`src/rtl/mem_arbiter_pkg.sv`:
```
// Shared encodings and bus widths for the data-memory arbiter.
// The round-robin variant is selected by defining MEM_ARB_RR_EN.
package mem_arbiter_pkg;

  localparam int REG_BUS_W = 64;

  localparam int GNT_IFU = 0;
  localparam int GNT_LSU = 1;

  typedef enum logic [1:0] {
    ARB_IDLE  = 2'd0,
    ARB_ISSUE = 2'd1,
    ARB_WAIT  = 2'd2
  } arbState_t;

  typedef enum logic {
    OWN_IFU = 1'b0,
    OWN_LSU = 1'b1
  } owner_t;

endpackage

```
`src/rtl/mem_arb_pick.sv`:
```
// Combinational winner select between IFU and LSU, one-hot grant out.
// MEM_ARB_RR_EN adds the last-granted pointer input and alternates on conflict.
module mem_arb_pick
  import mem_arbiter_pkg::*;
(
  input  logic       ifuReq,
  input  logic       lsuReq,
`ifdef MEM_ARB_RR_EN
  input  logic       rrPtr,
`endif
  output logic [1:0] grant
);

  always_comb begin
    grant = 2'b00;
    if (ifuReq && lsuReq) begin
`ifdef MEM_ARB_RR_EN
      // rrPtr names the last winner, so the other requester goes next
      if (rrPtr == OWN_LSU) begin
        grant[GNT_IFU] = 1'b1;
      end else begin
        grant[GNT_LSU] = 1'b1;
      end
`else
      grant[GNT_LSU] = 1'b1;
`endif
    end else if (lsuReq) begin
      grant[GNT_LSU] = 1'b1;
    end else if (ifuReq) begin
      grant[GNT_IFU] = 1'b1;
    end
  end

endmodule

```
`src/rtl/mem_arbiter.sv`:
```
// Shares the data-memory port between IFU (read-only) and LSU, one transaction at a time.
// Define MEM_ARB_RR_EN for round-robin arbitration; default is fixed LSU priority.
module mem_arbiter
  import mem_arbiter_pkg::*;
#(
  parameter int ADDR_W = REG_BUS_W,
  parameter int DATA_W = REG_BUS_W,
  parameter int MASK_W = DATA_W / 8
) (
  input  logic              clk,
  input  logic              rst,
  input  logic              ifu_req,
  input  logic [ADDR_W-1:0] ifu_addr,
  output logic              ifu_gnt,
  output logic              ifu_rvalid,
  output logic [DATA_W-1:0] ifu_rdata,
  input  logic              lsu_req,
  input  logic              lsu_we,
  input  logic [ADDR_W-1:0] lsu_addr,
  input  logic [DATA_W-1:0] lsu_wdata,
  input  logic [MASK_W-1:0] lsu_wmask,
  output logic              lsu_gnt,
  output logic              lsu_rvalid,
  output logic [DATA_W-1:0] lsu_rdata,
  output logic              mem_req,
  output logic              mem_we,
  output logic [ADDR_W-1:0] mem_addr,
  output logic [DATA_W-1:0] mem_wdata,
  output logic [MASK_W-1:0] mem_wmask,
  input  logic              mem_gnt,
  input  logic              mem_rvalid,
  input  logic [DATA_W-1:0] mem_rdata
);

  arbState_t         state;
  arbState_t         stateNext;
  owner_t            ownerQ;
  logic              weQ;
  logic [ADDR_W-1:0] addrQ;
  logic [DATA_W-1:0] wdataQ;
  logic [MASK_W-1:0] wmaskQ;
  logic [1:0]        grant;
  logic              respFire;

`ifdef MEM_ARB_RR_EN
  owner_t rrPtr;

  always_ff @(posedge clk or posedge rst) begin
    if (rst) begin
      rrPtr <= OWN_IFU;
    end else if (lsu_gnt) begin
      rrPtr <= OWN_LSU;
    end else if (ifu_gnt) begin
      rrPtr <= OWN_IFU;
    end
  end
`endif

  mem_arb_pick uPick (
    .ifuReq (ifu_req),
    .lsuReq (lsu_req),
`ifdef MEM_ARB_RR_EN
    .rrPtr  (rrPtr),
`endif
    .grant  (grant)
  );

  always_ff @(posedge clk or posedge rst) begin
    if (rst) begin
      state <= ARB_IDLE;
    end else begin
      state <= stateNext;
    end
  end

  // Grants are gated by rst so every output reads 0 while reset is held
  always_comb begin
    stateNext = state;
    ifu_gnt   = 1'b0;
    lsu_gnt   = 1'b0;
    case (state)
      ARB_IDLE: begin
        if (!rst && (grant != 2'b00)) begin
          ifu_gnt   = grant[GNT_IFU];
          lsu_gnt   = grant[GNT_LSU];
          stateNext = ARB_ISSUE;
        end
      end
      ARB_ISSUE: begin
        if (mem_gnt) begin
          stateNext = ARB_WAIT;
        end
      end
      ARB_WAIT: begin
        if (mem_rvalid) begin
          stateNext = ARB_IDLE;
        end
      end
      default: stateNext = ARB_IDLE;
    endcase
  end

  always_ff @(posedge clk or posedge rst) begin
    if (rst) begin
      ownerQ <= OWN_IFU;
      weQ    <= 1'b0;
      addrQ  <= '0;
      wdataQ <= '0;
      wmaskQ <= '0;
    end else if (lsu_gnt) begin
      ownerQ <= OWN_LSU;
      weQ    <= lsu_we;
      addrQ  <= lsu_addr;
      wdataQ <= lsu_wdata;
      wmaskQ <= lsu_wmask;
    end else if (ifu_gnt) begin
      ownerQ <= OWN_IFU;
      weQ    <= 1'b0;
      addrQ  <= ifu_addr;
      wdataQ <= '0;
      wmaskQ <= '0;
    end
  end

  assign mem_req   = (state == ARB_ISSUE);
  assign mem_we    = weQ;
  assign mem_addr  = addrQ;
  assign mem_wdata = wdataQ;
  assign mem_wmask = wmaskQ;

  // Responses only count in WAIT; stray ones in IDLE/ISSUE fall through
  assign respFire   = (state == ARB_WAIT) && mem_rvalid;
  assign ifu_rvalid = respFire && (ownerQ == OWN_IFU);
  assign lsu_rvalid = respFire && (ownerQ == OWN_LSU);
  assign ifu_rdata  = ifu_rvalid ? mem_rdata : '0;
  assign lsu_rdata  = lsu_rvalid ? mem_rdata : '0;

endmodule
```
`config.mk`:
```
export PLATFORM = sky130hd
export DESIGN_NAME = mem_arbiter
export DESIGN_NICKNAME = d
export VERILOG_FILES = /design/src/rtl/mem_arbiter_pkg.sv /design/src/rtl/mem_arb_pick.sv /design/src/rtl/mem_arbiter.sv
export SDC_FILE = /design/constraint.sdc
export NUM_CORES = 1
export LEC_CHECK = 0
export ABC_AREA = 1
export CAP_MARGIN = 20
export CORE_AREA = 2 2 208 210
export DETAILED_ROUTE_END_ITERATION = 10
export DIE_AREA = 0 0 210 212
export SLEW_MARGIN = 20
export SYNTH_ARGS = -nofsm -noshare
export SYNTH_HDL_FRONTEND = slang
export SYNTH_SLANG_ARGS = --single-unit
```
`constraint.sdc`:
```
create_clock -name clk -period 7.2 [get_ports clk]
set_input_delay 2.16 -clock clk [delete_from_list [all_inputs] [get_ports clk]]
set_output_delay 2.16 -clock clk [all_outputs]
set_load 0.02 [all_outputs]
```
### Word level (Yosys, flattened, before mapping)

Cells that the tools add are included.
W data, S select, Z words.

* add/sub/neg operators: 0
* $mul: 0
* div/mod/pow operators: 0
* order comparisons: 0
* equal/unequal tests: 5
* shift operators: 0
* multiplexer cells: 24
* bitwise gates (word level): 1
* reduce and logical (&&, ||, !) cells: 10

Operators with widths (number)
* $mux W64: 6
* $mux W8: 2
* $mux W1: 12
* $mux W2: 3
* $pmux W2 S3: 1
* $logic_and A1 B1 Y1: 5
* $ne A2 B2 Y1 const B: 2
* $reduce_bool A2 Y1: 2
* $reduce_and A3 Y1: 1
* $eq A2 B1 Y1 const B: 1
* $eq A2 B2 Y1 const B: 1
* $logic_not A2 Y1: 1
* $ne A2 B1 Y1 const B: 1
* $logic_not A1 Y1: 1
* $not A1 Y1: 1

* register bits: 140
* bits in latches: 0
* memory bits (writable): 0
* bits in read-only memories: 0
* input bits: 271
* output and inout port bits: 270
* memories kept: 0

### Depth between registers and ports, before layout

* depth in word-level cells: 9
* mapped depth: 8
* mapped depth without buffers: 6

### Cells and area by module

From an unflattened synthesis, not the netlist that was laid out.

* cells, all modules: 1088
* area total of the unflattened synthesis: 7357.1 µm²

By module, submodules not included
* mem_arbiter: instances 1, cells an instance 1085, area each 7345.8 µm²
* mem_arb_pick: instances 1, cells an instance 3, area each 11.3 µm²

### Least setup slack after synthesis

OpenSTA, ideal clock, no wires.

* path type: input to output
* start point: input rst
* end point: output lsu_gnt
* arrival: 4380 ps
* required time: 5040 ps
* setup slack: 660 ps
* stages: 4
* path buffers: 1
* cell sequence: inv_2 -> nand3_2 -> inv_2 -> buf_2

* word-level cells in the longest chain between the ends: 4

Ends and longest elaborated chain
* from (decl): line mem_arbiter.sv:11 `input logic rst,`
* $logic_not A1 Y1 (no line)
* $logic_and A1 B1 Y1: line mem_arbiter.sv:83 `if (!rst && (grant != 2'b00)) begin`
* $mux W1: line mem_arbiter.sv:83
* $mux W1: line mem_arbiter.sv:81 `case (state)`
* to (decl): line mem_arbiter.sv:22 `output logic lsu_gnt,`

No other way between the ends.

### Final worst setup path

* start point: input mem_rvalid
* end point: output lsu_rdata[0]

* word-level cells in the longest chain between the ends: 3

Ends and longest elaborated chain
* from (decl): line mem_arbiter.sv:31 `input logic mem_rvalid,`
* $logic_and A1 B1 Y1: line mem_arbiter.sv:132 `assign respFire = (state == ARB_WAIT) && mem_rvalid;`
* $logic_and A1 B1 Y1: line mem_arbiter.sv:134 `assign lsu_rvalid = respFire && (ownerQ == OWN_LSU);`
* $mux W64: line mem_arbiter.sv:136 `assign lsu_rdata = lsu_rvalid ? mem_rdata : '0;`
* to (decl): line mem_arbiter.sv:24 `output logic [DATA_W-1:0] lsu_rdata,`

No other way between the ends.

==> metrics <==
TritonCTS Buffers 17; Initial DRC Count 481; initial antenna violation count 0; Worst Tran Pin Value 0.9797 ns; Arr. time, crit path 4.42 ns; LEAKAGE 6.956 nW; Final min period 6.576 ns; commonest non-fill, non-tap cells in the layout clkdlybuf4s50_1 (540), nand2_1 (480), nor2_1 (256); most common cell after layout, fill and taps aside clkdlybuf4s50_1; CTS Hold Bufs 0; CP dominant cell by count clkdlybuf4s50_1; TritonCTS clock tree done; Post-Syn Instances 1081; Routed WL 31.49 mm; initial core utilization 16.92%; die width 210 um; DIE AREA 44520 um2; Core ar. 42510 um2; Num Clock Sinks 140; R2R Setup Slk 4.78 ns; Seq/Total Area, Yosys 48.70%; Slew Viols, Final 0; Min Hold Slack 0.4732 ns; Yosys reg bits 140; Total Routing Usage GR 13.74%; Critical Path Start Type primary input; outcome complete, no violations; Boundary Pins 541; diode count 0; critical path, cell by cell clkdlybuf4s50_1, nand4_1, buf_12, nor2_1, clkdlybuf4s50_1; # DRC 0; port buffer count 540; # Max-Cap Violations 0; peak supply drop 0.0003056 V; Setup crit end kind output port; total congestion overflow 0; Max Root-Sink Buffers 2; Reg clk slew, reported paths 0.06 ns; Core Util, Final 32.29%; Avg WL per Cell 14.59 um; largest net degree at the start of global routing 128; WHS Path Cells 2; final setup violation count 0; Resize count post-CTS 0; Critical Path Max Stage Delay 0.62 ns; routability cong. 0.8534; htree depth 4; CP max stage cell clkdlybuf4s50_1; Site Rows 76; syn nets 1352; Final Hold Fails 0; Clock Skew 0.007928 ns; Slew Limit Headroom 34.69%; fin crit share 91.34%; first-pass iteration count of the detailed router 4; Distinct cells, synth 16; clk_lat worst skew 0.44 ns; antenna violation net count after detailed routing 0; Pwr per Cell Area 334.3 nW/um2; cell depth of the worst flop-to-flop path 6; Synth Area per Inst 6.654 um2; Non-Filler Instances 2159; Placed Cells 2127; Crit Path Max Fanout 37; WP data required 5.04 ns; routed vias/inst 3.801; Detailed Place HPWL 24.22 mm; Die Ht 212 um; post-CTS setup buffers 0; synthesized area 7193 um2; Min-Delay Path Class register to register; Fin Setup TNS 0 ns; warnings from Yosys 0; nets@finish 1871; routed vias 8207; RSZ-0062 raised after global routing no; achievable clock frequency 152.1 MHz; P&R area growth vs syn 90.80%; vias in the first global route 8215; clock root cell clkbuf_16; critical path class primary input to output port; global-route wire length before repair 46.81 mm; share of layout cells above drive strength 1 3.286%
==> power by group <==
| group | switching (W) | leakage [nW] | internal [W] |
|---|---|---|---|
| clock | 0.000360 | 0.290 | 0.000563 |
| sequential | 0.000215 | 1.77 | 0.00116 |
| combinational | 0.00124 | 4.90 | 0.00105 |
| total | 0.00182 | 6.96 | 0.00277 |
==> final cells by class <==
type	instances	area [um2]
clock buffers	22	464.2
fillers	4533	28780
well taps	546	683.2
repair buffers	557	5570
flip-flops and latches	140	3503
inverters	139	526.8
multi-input cells	745	2839
clock inverters	10	137.6
==> metal layers <==
metal	share of wire (%)	vias to the layer above	GRT usage, %
met3	8.3	22	4.476
met2	49	346	23.92
met5	0	-	0
met4	1.9	0	4.573
met1	41	3712	15.92
li1	-	4127	-
==> cell families (layout without fill, tap and decap cells) <==
| logic type | Yosys count | in the layout | share of synthesized area (%) |
|---|---|---|---|
| AO/OA/AOI/OAI | 2 | 2 | 0.1739 |
| buffers and inverters | 196 | 728 | 11.93 |
| flip-flops | 140 | 140 | 48.70 |
| AND/OR/NAND/NOR | 743 | 743 | 39.19 |
==> worst paths after layout <==
check | from | endpoint
setup / recovery | mem_rvalid | lsu_rdata[0]
hold / removal | mem_addr[46] | mem_addr[46]
setup reg to reg | state[1] | mem_wdata[59]
hold reg to reg | mem_addr[46] | mem_addr[46]
max in group asynchronous | rst | mem_wdata[31]
min in group asynchronous | rst | mem_addr[31]
==> flip-flops by register name, summed over array words and instances (netlist names) <==
register   count
mem_addr      64
mem_wdata     64
mem_wmask      8
state          2
mem_we         1
ownerQ         1
==> through the flow <==
stage / power [W] / setup WS [ns] / area (um2)
after detailed placement: 0.003691 / 0.6396 / 13120
after floorplan: 0.002466 / 0.6601 / 7193
after global placement: 0.003673 / 0.6482 / 13120
after global routing: 0.004893 / 0.4821 / 13720
after CTS: 0.004662 / 0.6353 / 13720
final: 0.004589 / 0.6237 / 13720
==> critical path: cells and delay by family <==
family | cells | cell delay, ns
and+or+nand+nor | 2 | 0.67
buffers and inverters | 3 | 1.57
==> Yosys cell counts <==
| cell type | instances | area share [%] |
|---|---|---|
| inv_2 | 3 | 0.16 |
| clkbuf_1 | 5 | 0.26 |
| nor4_1 | 1 | 0.087 |
| nand3_2 | 2 | 0.28 |
| nand2_1 | 480 | 25 |
| nand2_2 | 1 | 0.087 |
| buf_4 | 8 | 0.83 |
| nand4_1 | 2 | 0.17 |
| o31ai_1 | 1 | 0.10 |
| nor2_4 | 1 | 0.16 |
| buf_6 | 6 | 0.94 |
| o21ai_0 | 1 | 0.070 |
| buf_2 | 38 | 2.6 |
| nor2_1 | 256 | 13 |
| dfrtp_1 | 140 | 49 |
| inv_1 | 136 | 7.1 |
No activity file was read; power rests on OpenSTA's default activity.
==> patch 1, RTL diff (same flow settings) <==
Build with the macro `MEM_ARB_RR_EN` defined.
--- a/src/rtl/mem_arb_pick.sv
+++ b/src/rtl/mem_arb_pick.sv
@@ -1,5 +1,7 @@
 // Combinational winner select between IFU and LSU, one-hot grant out.
 // MEM_ARB_RR_EN adds the last-granted pointer input and alternates on conflict.
+`define MEM_ARB_RR_EN
+
 module mem_arb_pick
   import mem_arbiter_pkg::*;
 (
Function: changed (Yosys sat finds a counterexample within 4 cycles, from zero or initial values and one cycle with rst high).
==> patch 1 against the unedited design <==
Count of clock-buffer cells in the layout down 1; synthesized cell count up 1.4%; sequential cell count unchanged; power up 2.3%; via count up 6.1%; worst setup slack better by 440 ps; non-clock buffer count down 6; combinational power up 5%; clock skew up 2.1 ps; wire length up 14%; critical path depth unchanged; final area up 1.6%; final cell count about the same; synthesized area up 3.6%; critical path type unchanged.
==> patch 1: results (changes against the unedited design) <==
Final #Nets: 1865 (-0.32%)
clock network power share: 0.198 (-0.003)
Synth area leaders: dfrtp_1 (47%), nand2_1 (21%), inv_1 (10%)
post-place instance area: 13300 µm² (+1.5%)
worst hold margin: 467 ps (-6.12 ps)
reg2reg end: mem_wdata[31]
Worst Clk Skew: 10.1 ps (+2.14 ps)
Critical Path AT: 3970 ps (-450 ps)
DP Wirelength: 26100 µm (+7.9%)
synth cell count leaders: nand2_1 (414), inv_1 (199), dfrtp_1 (140), nor2_1 (131), nand4_1 (66)
CP max stage delay: 570 ps (-50 ps)
GPL Wtd Cong: 0.827 (-3.1%)
vias in the first global route: 8928 (+8.7%)
1st-iter DRT viols: 484 (+0.62%)
R2R setup slack: 4700 ps (-80 ps)
layout cell share with drive strength beyond 1: 0.0324 (-0.000500)
worst hold start: mem_wdata[8]
fillers: 4475 (-1.3%)
Crit Path Max Fanout: 65 (+76%)
overall routing resource usage: 0.157 (+0.0201)
Max VDD drop: 0.134 mV (-56%)
DR WL met3: 2560 µm (-2.5%)
Hold EP: mem_wdata[8]
pin count of the biggest net entering global routing: 141 (+10%)
Detailed Route WL: 35900 µm (+14%)
fmax: 163 MHz (+7.2%)
Yosys cell types: 14 (-2)
Pre-antenna DRT Iters: 5 (+1)
Post-Syn Nets: 1367 (+1.1%)
M1 GR Usage: 0.178 (+0.0183)
DR vias: 8706 (+6.1%)
Post-Place Worst Slack: 1110 ps (+471 ps)
power share of the combinational group: 0.511 (+0.012)
Reg2Reg Depth: 8 (+2)
Top Layer Used: met5
Non-Filler Instances: 2158 (-0.046%)
placed cell count: 2121 (-0.28%)
internal power: 2770 µW (about the same)
status: completed
worst setup path end: lsu_rdata[48]
leakage: 0.00696 µW (about the same)
## patch 1: cell count changes after synthesis, sizes merged
cell / unedited run / this run
buf: 52 / 65
clkbuf: 5 / 7
inv: 139 / 201
nand2: 481 / 414
nand3: 2 / 65
nand4: 2 / 66
nor2: 257 / 133
nor4: 1 / 0
o21ai: 1 / 4
## patch 1: logic make-up after synthesis
group                  share of synthesized area
buffers and inverters                      0.151
flip-flops                                 0.470
AO/OA/AOI/OAI                            0.00369
AND/OR/NAND/NOR                            0.375
## patch 1: final cells by class
| type | instances | area, µm² | area share |
|---|---|---|---|
| clock inverters | 11 | 141 | 0.0101 |
| repair buffers | 551 | 5510 | 0.395 |
| flip-flops and latches | 140 | 3500 | 0.251 |
| clock buffers | 21 | 470 | 0.0337 |
| well taps | 546 | 683 | 0.0490 |
| inverters | 201 | 761 | 0.0545 |
| diodes | 5 | 12.5 | 0.000897 |
| multi-input cells | 683 | 2860 | 0.205 |
==> patch 2, RTL diff (config.mk and constraints unchanged) <==
Without the edit above. Encoding of `arbState_t`: now one-hot (3 bits for 3 states).
--- a/src/rtl/mem_arbiter_pkg.sv
+++ b/src/rtl/mem_arbiter_pkg.sv
@@ -7,10 +7,10 @@
   localparam int GNT_IFU = 0;
   localparam int GNT_LSU = 1;
 
-  typedef enum logic [1:0] {
-    ARB_IDLE  = 2'd0,
-    ARB_ISSUE = 2'd1,
-    ARB_WAIT  = 2'd2
+  typedef enum logic [2:0] {
+    ARB_IDLE  = 3'b001,
+    ARB_ISSUE = 3'b010,
+    ARB_WAIT  = 3'b100
   } arbState_t;
 
   typedef enum logic {
Formal check against the unedited RTL: same outputs for any inputs over 4 cycles, from zero or initial values and one cycle with rst high; so few cycles prove little.
==> patch 2 against the unedited design <==
Worst setup slack gained 180 ps; sequential cell count increased by 1; synthesized area rose by 2.0%; final area up 0.13%; wire length grew 9.2%; register-to-register slack improved by 130 ps; global-route usage rose by 1.5 points; clock skew fell by 0.70 ps; power is 6.0% lower; sequential share of layout area increased by 0.16 points; synthesized cell count decreased by 4.8%; maximum frequency increased by 2.9%; via count shrank 0.71%; sequential power decreased by 4%; critical endpoint is now lsu_rdata[12]; largest cell class unchanged; highest routed layer unchanged.
==> patch 2: results (changes against the unedited design) <==
Critical Path AT: 4230 ps (-190 ps)
switching pwr: 1700 µW (-6.2%)
DR vias/cell: 3.87 (+1.7%)
register area share after synthesis: 0.481 (-0.00581)
wire per inst: 16.3 µm (+12%)
seq pwr: 1330 µW (-4%)
first-pass GRT wire length: 50200 µm (+7.2%)
synth cell count leaders: nand2_1 (421), dfrtp_1 (140), inv_1 (135), nor2_1 (130), nand3_1 (66)
Post-Place Worst Slack: 835 ps (+196 ps)
post-place instance area: 13100 µm² (about the same)
leakage: 0.00671 µW (-3.5%)
Hold EP: mem_wdata[23]
initial antenna violation count: 11 (+11)
vias in the first global route: 8125 (-1.1%)
1st-iter DRT viols: 399 (-17%)
met2 routed wirelength: 18000 µm (+16%)
reg2reg end: mem_wdata[19]
Slew Limit Headroom: 0.374 (+0.0266)
Crit Path Max Fanout: 65 (+76%)
met1 wire length: 12800 µm (-0.37%)
Max VDD drop: 0.170 mV (-44%)
Yosys cell types: 23 (+7)
status: completed
DP Wirelength: 26800 µm (+11%)
worst hold margin: 470 ps (-2.97 ps)
GPL Wtd Cong: 0.821 (-3.8%)
pin count of the biggest net entering global routing: 83 (-35%)
switching portion of total power: 0.395 (-0.000737)
## patch 2: changes by cell type in the layout (fill, tap and decap cells not counted), moves of 6 or more
| cell | before | now |
|---|---|---|
| or2_1 | 0 | 10 |
| nand3_1 | 0 | 64 |
| nor2_1 | 256 | 130 |
| or2_2 | 0 | 36 |
| buf_4 | 14 | 8 |
| diode_2 | 0 | 9 |
| nand2_1 | 480 | 419 |
| or2_0 | 0 | 18 |
## patch 2: per-stage QoR
step / std cells / util
floorplan: 1029 / -
global placement: 2066 / 0.309
detailed placement: 2066 / 0.309
CTS: 2098 / 0.323
global route: 2107 / 0.323
finish: 2107 / 0.323
## patch 2: worst reg2reg max path, stage by stage (launching register included)
cell	delay, ps
dfrtp_1	450
nand3b_4	200
nor2_4	60
inv_4	630
buf_4	660
nand2_1	160
nand2_1	80
## patch 2: cell families (layout without fill, tap and decap cells)
kind of cell / count (synthesis) / count (layout) / share of synthesized area
AND/OR/NAND/NOR: 689 / 689 / 0.391
other: 0 / 9 / 0
AO/OA/AOI/OAI: 3 / 3 / 0.00205
flip-flops: 141 / 141 / 0.481
buffers and inverters: 196 / 719 / 0.126
## patch 2: layout make-up
| type | count | area [µm²] |
|---|---|---|
| Clock inverter | 12 | 161 |
| Fill cell | 4554 | 28800 |
| Sequential cell | 141 | 3530 |
| Tap cell | 546 | 683 |
| Timing Repair Buffer | 549 | 5490 |
| Multi-Input combinational cell | 692 | 2900 |
| Inverter | 138 | 526 |
| Clock buffer | 20 | 437 |
| Antenna cell | 9 | 22.5 |
## patch 2: routing by layer
layer,up-vias,track usage
met3,56,0.0425
met2,331,0.274
met5,-,0
li1,4020,-
met4,0,0.0854
met1,3742,0.160
